==> config.mk <==
export PLATFORM = sky130hd
export DESIGN_NAME = br_wrr_state_internal_flat
export DESIGN_NICKNAME = d
export VERILOG_FILES = /design/src/rtl/br_wrr_state_internal_if.sv /design/src/rtl/br_wrr_state_internal.sv /design/src/flat_wrapper.sv
export SDC_FILE = /design/constraint.sdc
export NUM_CORES = 1
export LEC_CHECK = 0
export CORE_AREA = 2 2 39 41
export CTS_CLUSTER_DIAMETER = 30
export DETAILED_ROUTE_END_ITERATION = 16
export DIE_AREA = 0 0 41 43
export PLACE_DENSITY = 0.79
export RECOVER_POWER = 100
export SETUP_SLACK_MARGIN = 0.5
export SYNTH_ARGS = -nofsm -noshare
export SYNTH_HDL_FRONTEND = slang
export SYNTH_SLANG_ARGS = --single-unit
==> constraint.sdc <==
create_clock -name clk -period 1.6 [get_ports clk]
set_input_delay 0.32 -clock clk [delete_from_list [all_inputs] [get_ports clk]]
set_output_delay 0.32 -clock clk [all_outputs]
set_load 0.02 [all_outputs]
==> src/rtl/br_wrr_state_internal_if.sv <==
// Bus between a priority-mask arbiter and its weighted round-robin state block.
//   master : arbiter side; drives weight, update_priority, grant, burst_clear and
//            reads last_grant, priority_mask, burst_active, burst_remaining.
//   slave  : state block side (br_wrr_state_internal).
interface br_wrr_state_internal_if #(
  parameter int NumRequesters = 2,
  parameter int WeightWidth   = 4
);
  logic [NumRequesters*WeightWidth-1:0] weight;
  logic                                 update_priority;
  logic [NumRequesters-1:0]             grant;
  logic                                 burst_clear;
  logic [NumRequesters-1:0]             last_grant;
  logic [NumRequesters-1:0]             priority_mask;
  logic                                 burst_active;
  logic [WeightWidth-1:0]               burst_remaining;

  modport master (
    output weight, update_priority, grant, burst_clear,
    input  last_grant, priority_mask, burst_active, burst_remaining
  );

  modport slave (
    input  weight, update_priority, grant, burst_clear,
    output last_grant, priority_mask, burst_active, burst_remaining
  );
endinterface

==> src/rtl/br_wrr_state_internal.sv <==
// Weighted round-robin priority state for a priority-mask arbiter.
// Holds a one-hot last-grant pointer and a burst credit counter so that
// requester i can win weight[i]+1 consecutive grants while it keeps requesting.
// Ports:
//   clk  : clock
//   rst  : asynchronous active-high reset
//   bus  : slave side of br_wrr_state_internal_if
//          in : weight (packed per requester), update_priority, grant (one-hot),
//               burst_clear
//          out: last_grant, priority_mask (thermometer, 1 = low priority group),
//               burst_active, burst_remaining
// All outputs are decoded from the two state registers only.

// Property checker for the state block; contains no synthesizable logic.
module br_wrr_state_internal_chk #(
  parameter int NumRequesters = 2,
  parameter int WeightWidth   = 4
) (
  input logic                     clk,
  input logic                     rst,
  input logic                     update_priority,
  input logic [NumRequesters-1:0] grant,
  input logic [NumRequesters-1:0] last_grant,
  input logic [NumRequesters-1:0] priority_mask,
  input logic                     burst_active,
  input logic [WeightWidth-1:0]   credit
);
  if (NumRequesters < 2) begin : g_bad_num_requesters
    $error("br_wrr_state_internal: NumRequesters must be >= 2");
  end

  if (WeightWidth < 1) begin : g_bad_weight_width
    $error("br_wrr_state_internal: WeightWidth must be >= 1");
  end

  logic [NumRequesters:0] mask_ext_s;
  assign mask_ext_s = {1'b0, priority_mask};

  a_grant_onehot: assert property (@(posedge clk) disable iff (rst)
    update_priority |-> $onehot(grant));

  a_last_grant_onehot: assert property (@(posedge clk) disable iff (rst)
    $onehot(last_grant));

  // A thermometer mask is a run of ones from bit 0: adding one clears them all.
  a_mask_thermometer: assert property (@(posedge clk) disable iff (rst)
    ((mask_ext_s + {{NumRequesters{1'b0}}, 1'b1}) & mask_ext_s) == '0);

  a_burst_active: assert property (@(posedge clk) disable iff (rst)
    burst_active == (credit != '0));
endmodule

module br_wrr_state_internal #(
  parameter int NumRequesters = 2,
  parameter int WeightWidth   = 4
) (
  input logic                         clk,
  input logic                         rst,
  br_wrr_state_internal_if.slave      bus
);
  localparam int IdxW = (NumRequesters > 1) ? $clog2(NumRequesters) : 1;

  // One-hot to binary; OR-reduction form since the input is one-hot.
  function automatic logic [IdxW-1:0] onehot_to_idx(input logic [NumRequesters-1:0] v);
    logic [IdxW-1:0] idx;
    idx = '0;
    for (int i = 0; i < NumRequesters; i++) begin
      idx = v[i] ? (idx | IdxW'(i)) : idx;
    end
    return idx;
  endfunction

  logic [NumRequesters-1:0] last_grant_r;
  logic [WeightWidth-1:0]   credit_r;
  logic [NumRequesters-1:0] last_grant_next_s;
  logic [WeightWidth-1:0]   credit_next_s;
  logic [IdxW-1:0]          k_s;
  logic [IdxW-1:0]          j_s;
  logic [WeightWidth-1:0]   weight_sel_s;
  logic                     burst_active_s;
  logic [NumRequesters-1:0] priority_mask_s;

  assign k_s            = onehot_to_idx(last_grant_r);
  assign j_s            = onehot_to_idx(bus.grant);
  assign weight_sel_s   = bus.weight[j_s*WeightWidth +: WeightWidth];
  assign burst_active_s = (credit_r != '0);

  // Priority mask: the holder of an active burst stays in the high group,
  // otherwise priority starts just after the last winner.
  always_comb begin
    priority_mask_s = '0;
    for (int i = 0; i < NumRequesters; i++) begin
      if (burst_active_s) begin
        priority_mask_s[i] = (IdxW'(i) < k_s);
      end else begin
        priority_mask_s[i] = (IdxW'(i) <= k_s);
      end
    end
  end

  // Next-state: continue or start a burst on a qualified grant, then apply clear.
  always_comb begin
    last_grant_next_s = last_grant_r;
    credit_next_s     = credit_r;
    if (bus.update_priority) begin
      if ((j_s == k_s) && burst_active_s) begin
        credit_next_s = credit_r - WeightWidth'(1'b1);
      end else begin
        last_grant_next_s = bus.grant;
        credit_next_s     = weight_sel_s;
      end
    end else begin
      credit_next_s = credit_r;
    end
    if (bus.burst_clear) begin
      credit_next_s = '0;
    end else begin
      credit_next_s = credit_next_s;
    end
  end

  // State registers; reset points the pointer at the last requester so
  // requester 0 has top priority first.
  always_ff @(posedge clk or posedge rst) begin
    if (rst) begin
      last_grant_r <= {1'b1, {(NumRequesters-1){1'b0}}};
      credit_r     <= '0;
    end else begin
      last_grant_r <= last_grant_next_s;
      credit_r     <= credit_next_s;
    end
  end

  assign bus.last_grant      = last_grant_r;
  assign bus.priority_mask   = priority_mask_s;
  assign bus.burst_active    = burst_active_s;
  assign bus.burst_remaining = credit_r;

  br_wrr_state_internal_chk #(
    .NumRequesters (NumRequesters),
    .WeightWidth   (WeightWidth)
  ) u_chk (
    .clk             (clk),
    .rst             (rst),
    .update_priority (bus.update_priority),
    .grant           (bus.grant),
    .last_grant      (last_grant_r),
    .priority_mask   (priority_mask_s),
    .burst_active    (burst_active_s),
    .credit          (credit_r)
  );
endmodule

==> src/flat_wrapper.sv <==
// flat-port wrapper written by rule: the top's interface ports become plain ports
module br_wrr_state_internal_flat 
#(
  parameter int NumRequesters = 2,
  parameter int WeightWidth   = 4
)
  (clk, rst, bus_weight, bus_update_priority, bus_grant, bus_burst_clear, bus_last_grant, bus_priority_mask, bus_burst_active, bus_burst_remaining);
  br_wrr_state_internal_if #(.NumRequesters(NumRequesters), .WeightWidth(WeightWidth)) bus_i ();
  input logic clk;
  input logic rst;
  input wire logic [$bits(bus_i.weight)-1:0] bus_weight;
  input wire logic [$bits(bus_i.update_priority)-1:0] bus_update_priority;
  input wire logic [$bits(bus_i.grant)-1:0] bus_grant;
  input wire logic [$bits(bus_i.burst_clear)-1:0] bus_burst_clear;
  output wire logic [$bits(bus_i.last_grant)-1:0] bus_last_grant;
  output wire logic [$bits(bus_i.priority_mask)-1:0] bus_priority_mask;
  output wire logic [$bits(bus_i.burst_active)-1:0] bus_burst_active;
  output wire logic [$bits(bus_i.burst_remaining)-1:0] bus_burst_remaining;
  assign bus_i.weight = bus_weight;
  assign bus_i.update_priority = bus_update_priority;
  assign bus_i.grant = bus_grant;
  assign bus_i.burst_clear = bus_burst_clear;
  assign bus_last_grant = bus_i.last_grant;
  assign bus_priority_mask = bus_i.priority_mask;
  assign bus_burst_active = bus_i.burst_active;
  assign bus_burst_remaining = bus_i.burst_remaining;
  br_wrr_state_internal #(.NumRequesters(NumRequesters), .WeightWidth(WeightWidth)) u_core (.clk(clk), .rst(rst), .bus(bus_i));
endmodule
==> metrics.cfg, run 1 <==
[floorplan]
die_w_um = 41
ios = 23
initial_core_util = 0.351
core_area_um2 = 1380
die_area_um2 = 1760
die_height_um = 43
rows = 14

[routing]
route.vias.total = 550
wl_um = 1610
dr.pass1.iters = 3
drcViolationCount = 0
detail-route-antenna-nets = 0
drtIter0Drc = 7
via_per_inst = 5.00
wl_per_cell_um = 14.7

[finish]
final_cell_area_um2 = 945
fill_cells = 111
drive_above_1_share = 0.511
regArea_um2 = 154
synthToLayoutAreaGrowth_pct = 94.6
fin_cells = 110
fin_nets = 111
antenna_cells = 0
multi_input_area_um2 = 343

[cts]
h-tree-depth = 1
clk_pin_slew_ns = 0.05
ctsHoldBuffers = 0
cts_buffers = 3
cts.sinks = 6
clkLatencyLatePin_ns = 0.25
cts-root-buf = clkbuf_4
cts_buffer_depth = 2
tritoncts = yes

[sta]
worst_slack_ns = -0.0897
worst_pin_slew_ns = 0.355
finalMaxSlewViolations = 0
slew_headroom = 0.763
hold_viol = 0
timing.hold.ws_ns = 0.410
setup_viol = 4
finalClockSkew_ns = 0.00508
tns_ns = -0.308
min_period_over_period = 1.06
period_minus_slack_ns = 1.69
rsz0062_at_grt = yes
fmax_ghz = 0.592

[synth]
syn_area_um2 = 485
yosys.area.top_type = dfrtp_1
synth_seq_cells = 6
synth_top_area_share = 0.258
netlist_instances = 49
ys_warn_count = 0
yosysSeqAreaShare = 0.312
syn_nets = 65
synth_area_leaders = dfrtp_1 (26%), mux2_2 (12%), o211ai_1 (6.2%)
syn_area_per_cell_um2 = 9.91
synth_cell_types = 28

[critical_path]
critical_path_required_ns = 1.28
crit_family = flip-flops
path_cells = inv_2 > ha_2 > nor3b_4 > inv_2 > buf_6 > buf_6
worst-path-buf-inv = 4
cp_max_fo = 3
slowest_stage = dfrtp_2
crit_arrival_ns = 1.37
startpoint_type = flip-flop
crit_path_end_kind = output pin
slowest_delay_ns = 0.40
crit_type = reg2out

[min_path]
hp-class = in2async

[global_routing]
antenna_found_initial = 0
grt_pass1_vias = 557
grt_usage = 0.222
grt_start_max_net_pins = 10
grt_pass1_wl_um = 2530
grt_overflow_total = 0

[pwr]
power.density_nw_per_um2 = 1010
leakage_nw = 0.413
ir_worst_vdd_uv = 615
power_uw = 955

[placement]
gp_congestion = 0.826
placed_cell_area_um2 = 816
dp_hpwl_um = 1100
numPortBuffers = 22
place_inst = 98

[outcome]
violations = setup timing
outcome = finished, violations left

[run]
max-cap-violations = 0

## routing by layer
| layer | track usage | share of wire |
|---|---|---|
| met1 | 0.276 | 0.41 |
| met2 | 0.350 | 0.54 |
| met3 | 0.0314 | 0.039 |
| met4 | 0.120 | 0.018 |
| met5 | 0 | 0 |
## worst register-to-register path, stage by stage, from the launching register on
cell and delay [ns]:
dfrtp_2 0.40, inv_2 0.06, ha_2 0.15, nor3b_4 0.20
inv_2 0.07, buf_6 0.12, buf_6 0.11, a41o_1 0.17
a311o_1 0.27
## sequential cells by signal, indices dropped and copies added (netlist names)
signal and flops:
u_core.bus.last_grant 2, u_core.bus.burst_remaining 4
## worst paths after layout
check	startpoint	endpoint	slack, ns	cells past startpoint
max	u_core.bus.burst_remaining[1]	bus_burst_active	-0.09	6
min	rst	u_core.bus.burst_remaining[2]	0.41	2
max reg2reg	u_core.bus.burst_remaining[1]	u_core.bus.burst_remaining[3]	-0.09	8
min reg2reg	u_core.bus.last_grant[0]	u_core.bus.last_grant[0]	0.54	1
max in group asynchronous	rst	u_core.bus.last_grant[1]	0.94	2
min in group clk	u_core.bus.last_grant[0]	u_core.bus.last_grant[0]	0.54	1
## power breakdown
group          internal, mW  leakage [nW]  total, mW  switching, mW
clock network        0.0945        0.0150      0.151         0.0562
registers             0.183        0.0724      0.209         0.0262
logic                 0.331         0.326      0.595          0.265
total                 0.608         0.413      0.955          0.347
## layout make-up
type / count / share of cell area
Clock buffer: 4 / 0.0278
Inverter: 4 / 0.0159
Multi-Input combinational cell: 36 / 0.363
Sequential cell: 6 / 0.163
Tap cell: 16 / 0.0212
Timing Repair Buffer: 44 / 0.409
## stage by stage
step	setup WS [ns]	utilization
floorplan	-0.0231	-
global placement	-0.248	0.590
detailed placement	-0.267	0.590
CTS	-0.0931	0.680
global route	-0.165	0.683
finish	-0.0897	0.683
## logic make-up after synthesis
kind of cell | after synthesis | synth area share
adders and majority gates | 2 | 0.0515
DFF | 6 | 0.312
and+or+nand+nor | 16 | 0.235
AOI/OAI and AO/OA | 10 | 0.157
muxes | 6 | 0.139
buffers and inverters | 7 | 0.0696
xor gates and xnor gates | 2 | 0.0361
## cell usage in the layout (no fill, tap or decap), drive strengths merged
cell,netlist,final
dlygate4sd2,0,2
dlygate4sd3,0,1
xnor2,1,1
nor3,1,1
mux2,6,6
xor2,1,1
a41o,1,1
clkbuf,1,10
and2,1,1
dfrtp,5,5
clkdlybuf4s50,0,10
inv,4,4
a31oi,2,2
nor2b,2,2
nand2b,3,3
dfstp,1,1
nor2,1,1
o211ai,4,4
ha,2,2
nand2,1,1
and3b,1,1
nor3b,3,3
nand4,2,2
nor4b,1,1
a311o,1,1
o311ai,1,1
buf,2,25
o21ai,1,1
## synth_stat cells
library cell,number
nor3_1,1
nor4b_1,1
and3b_1,1
and2_1,1
ha_1,2
nor2_1,1
inv_1,3
nand4_1,2
dfstp_2,1
o21ai_1,1
xnor2_1,1
a31oi_1,2
nor2b_1,2
a41o_1,1
dfrtp_1,5
mux2_2,5
o311ai_1,1
buf_4,2
clkbuf_1,1
mux2_1,1
xor2_1,1
a311o_1,1
inv_2,1
o211ai_1,4
nor3b_1,2
nor3b_4,1
nand2b_1,3
nand2_1,1
## timing repair
item                       4_1_cts  5_1_grt
setup buffers                    4        4
pin swaps                        3        5
hold endpoints to repair         0        0
gates resized for setup         68        6
setup endpoints to repair       15       14
(Power assumes the default switching activity.)
==> run 2: changes to the inputs <==
--- a/config.mk
+++ b/config.mk
@@ -5,10 +5,10 @@
 export SDC_FILE = /design/constraint.sdc
 export NUM_CORES = 1
 export LEC_CHECK = 0
-export CORE_AREA = 2 2 39 41
+export CORE_AREA = 3 3 40 42
 export CTS_CLUSTER_DIAMETER = 30
 export DETAILED_ROUTE_END_ITERATION = 16
-export DIE_AREA = 0 0 41 43
+export DIE_AREA = 0 0 43 45
 export PLACE_DENSITY = 0.79
 export RECOVER_POWER = 100
 export SETUP_SLACK_MARGIN = 0.5
==> run 2 against run 1 <==
Net effect:
- the flow still finishes with violations (setup timing)
- utilization up 5.3 points
- worst hold slack worse by 0.0031 ns
- via count up 6.7%
- flip-flop and latch count unchanged
- critical path type unchanged
- largest cell class unchanged
==> metrics.cfg, run 2 (synthesized netlist as in run 1, its figures left out) <==
[outcome]
outcome = finished, violations left
violations = setup timing

[floorplan]
initial_core_util = 0.378
ios = 23
die_area_um2 = 1940
die_w_um = 43
core_area_um2 = 1280
rows = 13
die_height_um = 45

[min_path]
hp-class = in2async

[placement]
place_inst = 98
gp_congestion = 0.820
placed_cell_area_um2 = 822
numPortBuffers = 22
place_ws_ns = -0.290
dp_hpwl_um = 1160

[pwr]
switching_share = 0.369
power_frac_clock = 0.157
leakage_nw = 0.414
power.density_nw_per_um2 = 1020
p_comb_frac = 0.632
ir_worst_vdd_uv = 686
p_switching_uw = 357
pwr-share-seq = 0.211
intPower_uw = 610

[critical_path]
cp_max_fo = 3
critical_path_required_ns = 1.28
crit_arrival_ns = 1.39
crit_path_end_kind = output pin
regToRegSetupSlack_ns = -0.09
slowest_stage = dfrtp_2
crit_type = reg2out
path_cells = inv_2 > ha_4 > nor3b_4 > inv_2 > buf_6 > buf_6
startpoint_type = flip-flop
slowest_delay_ns = 0.41

[global_routing]
antenna_found_initial = 0
grt_pass1_wl_um = 2600
grt_start_max_net_pins = 7
grt_usage = 0.187
grt_pass1_vias = 602
grt_overflow_total = 0

[sta]
fmax_ghz = 0.583
period_minus_slack_ns = 1.71
min_period_over_period = 1.07
worst_slack_ns = -0.114
finalClockSkew_ns = 0.0100
worst_pin_slew_ns = 0.427
slew_headroom = 0.713
finalMaxSlewViolations = 0
rsz0062_at_grt = yes
timing.hold.ws_ns = 0.407
hold_viol = 0
setup_viol = 5

[finish]
fin_cells = 109
synthToLayoutAreaGrowth_pct = 94.6
fill_cells = 103
drive_above_1_share = 0.500
final_cell_area_um2 = 945
final_common_cell = buf_4
layout.cells.most_common_list = buf_4 (16), buf_6 (11), clkdlybuf4s50_1 (10)
postLayoutCoreUtil = 0.735
antenna_cells = 0
fin_nets = 111
largest_register_ffs = 4

[routing]
wl_per_cell_um = 15.4
via_per_inst = 5.39
drtIter0Drc = 5
wl_um = 1680
route.vias.total = 587
drcViolationCount = 0
dr.pass1.iters = 4
detail-route-antenna-nets = 0

[cts]
cts-root-buf = clkbuf_4
h-tree-depth = 1
cts_buffers = 3
ctsHoldBuffers = 0
cts_buffer_depth = 2
cts.sinks = 6
clkLatencyLatePin_ns = 0.25
clk_pin_slew_ns = 0.05
tritoncts = yes

[run]
max-cap-violations = 0

-- run 2: power groups by stage --
stage	clock [mW]	combinational [mW]	sequential, mW
2_1_floorplan	0	0.198	0.243
3_3_place_gp	0	0.486	0.205
3_5_place_dp	0	0.497	0.206
4_1_cts	0.159	0.581	0.206
5_1_grt	0.178	0.648	0.206
6_report	0.152	0.611	0.204
-- run 2: metal layers --
layer | up-vias | part of all wire | GRT usage
met2 | 29 | 0.51 | 0.341
li1 | 270 | - | -
met1 | 283 | 0.39 | 0.197
met4 | 0 | 0.027 | 0.133
met5 | - | 0 | 0
met3 | 5 | 0.066 | 0.0279
-- run 2: worst paths after layout --
path,start,end,cells past startpoint
min in group clk,u_core.bus.last_grant[0],u_core.bus.last_grant[0],1
max in group asynchronous,rst,u_core.bus.last_grant[1],2
min,rst,u_core.bus.burst_remaining[3],2
max,u_core.bus.burst_remaining[1],bus_burst_active,6
max reg2reg,u_core.bus.burst_remaining[1],u_core.bus.burst_remaining[3],8
min reg2reg,u_core.bus.last_grant[0],u_core.bus.last_grant[0],1
-- run 2: cell type report --
cell class | count | area (µm²) | share of cell area
clock buffers | 4 | 26.3 | 0.0278
inverters | 4 | 15.0 | 0.0159
multi-input cells | 36 | 344 | 0.364
flip-flops and latches | 6 | 154 | 0.163
well taps | 15 | 18.8 | 0.0199
repair buffers | 44 | 387 | 0.409
-- run 2: stage by stage --
stage	power [mW]	setup TNS, ns
3_3_place_gp	0.690	-1.62
6_report	0.967	-0.461
5_1_grt	1.03	-0.982
3_5_place_dp	0.703	-1.69
4_1_cts	0.946	-0.437
2_1_floorplan	0.441	-0.0231
-- run 2: what timing repair did --
item	CTS	global route
setup endpoints to repair	15	14
resized for setup	64	3
setup buffers	6	1
pin swaps	5	5
-- run 2: critical path, delay by kind of cell, from the launching register on --
family        cells  cell delay, ns
fa+ha+maj         1            0.12
buf+inv           4            0.39
simple gates      1            0.22
flops             1            0.41
==> run 3: changes to the inputs <==
--- a/config.mk
+++ b/config.mk
@@ -9,6 +9,7 @@
 export CTS_CLUSTER_DIAMETER = 30
 export DETAILED_ROUTE_END_ITERATION = 16
 export DIE_AREA = 0 0 43 45
+export MAX_ROUTING_LAYER = met4
 export PLACE_DENSITY = 0.79
 export RECOVER_POWER = 100
 export SETUP_SLACK_MARGIN = 0.5
==> constraint.sdc (replaced) <==
create_clock -name clk -period 1.6 [get_ports clk]
set_input_delay 0.48 -clock clk [delete_from_list [all_inputs] [get_ports clk]]
set_output_delay 0.48 -clock clk [all_outputs]
set_load 0.02 [all_outputs]
==> run 3 against run 2 <==
Net effect:
- the flow still finishes with violations (setup timing)
- final area rose by 7.5%
- utilization rose by 5.6 points
- sequential power barely moved
- global-route usage is 1.3 points higher
- worst setup slack worse by 0.19 ns
- critical path depth decreased by 1
- clock power grew 4%
- combinational power increased by 13%
- sequential share of layout area shrank 1.1 points
- non-clock buffer count is 2 higher
- clock-buffer cell count stayed put
- final cell count up 1.8%
- largest power group unchanged
- highest routed layer unchanged
==> metrics.cfg, run 3 (synthesized netlist as in run 1, its figures left out) <==
[outcome]
outcome = finished, violations left
violations = setup timing

[critical_path]
worst-path-buf-inv = 2
startpoint_type = flip-flop
cp_max_fo = 3
crit_arrival_ns = 1.43
ff2ff_path_depth = 8
slowest_delay_ns = 0.41
crit_type = reg2out
crit_family = simple AND/OR/NAND/NOR gates
reg2reg_from = u_core.bus.burst_remaining[1]
crit_path_end_kind = output pin
slowest_stage = dfrtp_2
setup.worst_path.start = u_core.bus.burst_remaining[1]
path_depth = 5
critical_path_required_ns = 1.12
path_cells = inv_2 > ha_4 > nor3b_4 > and2_4 > buf_6

[routing]
dr.pass1.iters = 4
via_per_inst = 5.22
detail-route-antenna-nets = 0
wl_um = 1840
drtIter0Drc = 18
drcViolationCount = 0
wl_per_cell_um = 16.6
route.vias.total = 579

[cts]
h-tree-depth = 1
cts-root-buf = clkbuf_4
tritoncts = yes
cts_buffer_depth = 2
cts.sinks = 6
cts_buffers = 3
clk_pin_slew_ns = 0.05
clkLatencyLatePin_ns = 0.25

[floorplan]
die_area_um2 = 1940
core_area_um2 = 1280
die_height_um = 45
rows = 13
initial_core_util = 0.378
die_w_um = 43
ios = 23

[pwr]
power_mw = 1.05
p_comb_frac = 0.655
power.density_nw_per_um2 = 1040
leakage_nw = 0.445
ir_worst_vdd_uv = 709
intPower_uw = 667
switching_share = 0.367
pwr-share-seq = 0.196
power_frac_clock = 0.150
p_switching_uw = 387

[placement]
dp_hpwl_um = 1220
gp_congestion = 0.891
numPortBuffers = 22
placed_cell_area_um2 = 846
place_ws_ns = -0.494
place_inst = 98

[sta]
period_minus_slack_ns = 1.91
slew_headroom = 0.709
finalMaxSlewViolations = 0
setup_viol = 8
finalClockSkew_ns = 0.000138
hold_viol = 0
worst_pin_slew_ns = 0.434
fmax_ghz = 0.524
worst_slack_ns = -0.307
min_period_over_period = 1.19
rsz0062_at_grt = yes

[finish]
postLayoutCoreUtil = 0.791
antenna_cells = 0
final_cell_area_um2 = 1020
final_common_cell = buf_6
fin_cells = 111
layout.cells.most_common_list = buf_6 (19), buf_4 (11), clkdlybuf4s50_1 (10)
synthToLayoutAreaGrowth_pct = 109
fin_nets = 113
drive_above_1_share = 0.573
largest_register_ffs = 4
fill_cells = 75

[global_routing]
grt_usage = 0.200
antenna_found_initial = 0
grt_start_max_net_pins = 9
grt_overflow_total = 0
grt_pass1_vias = 606
grt_pass1_wl_um = 2650

[run]
max-cap-violations = 0

[min_path]
hp-class = in2async

-- run 3: changes by cell type in the layout (fill, tap and decap cells not counted), sizes merged --
cell	change
buf	+3
clkbuf	-1
dlygate4sd2	-1
clkdlybuf4s15	+1
-- run 3: cell type report --
type	instances	area [µm²]	area share
clock buffers	4	26.3	0.0259
inverters	4	17.5	0.0172
multi-input cells	36	362	0.356
well taps	15	18.8	0.0185
flip-flops and latches	6	154	0.151
repair buffers	46	438	0.431
-- run 3: final timing paths --
path / endpoint / slack (ns)
max in group asynchronous: u_core.bus.last_grant[1] / 0.74
hold reg to reg: u_core.bus.last_grant[0] / 0.60
min in group clk: u_core.bus.last_grant[0] / 0.60
setup reg to reg: u_core.bus.burst_remaining[3] / -0.15
setup / recovery: bus_priority_mask[1] / -0.31
hold / removal: u_core.bus.burst_remaining[2] / 0.60
-- run 3: layer usage --
layer	part of all wire	track usage
met2	0.49	0.338
met1	0.40	0.204
met4	0.041	0.145
met5	0	-
met3	0.066	0.0478
-- run 3: per-stage QoR --
| step | setup TNS [ns] | hold WS, ns |
|---|---|---|
| 2_1_floorplan | -0.146 | 0.270 |
| 3_3_place_gp | -2.82 | 0.483 |
| 3_5_place_dp | -3.01 | 0.487 |
| 4_1_cts | -0.742 | 0.477 |
| 5_1_grt | -1.65 | 0.615 |
| 6_report | -1.10 | 0.598 |
-- run 3: what timing repair did --
action                                 in CTS  in global routing
pin swaps                                   7                  5
hold buffers                                0                  0
gates resized for setup                    69                  8
setup buffers                               5                  4
endpoints found under the hold margin       0                  0
setup endpoints to repair                  15                 14
-- run 3: power groups by stage --
stage,combinational [mW],sequential (mW),clock [mW]
6_report,0.690,0.206,0.158
5_1_grt,0.735,0.209,0.180
4_1_cts,0.607,0.208,0.164
3_5_place_dp,0.513,0.206,0
3_3_place_gp,0.504,0.205,0
2_1_floorplan,0.225,0.244,0
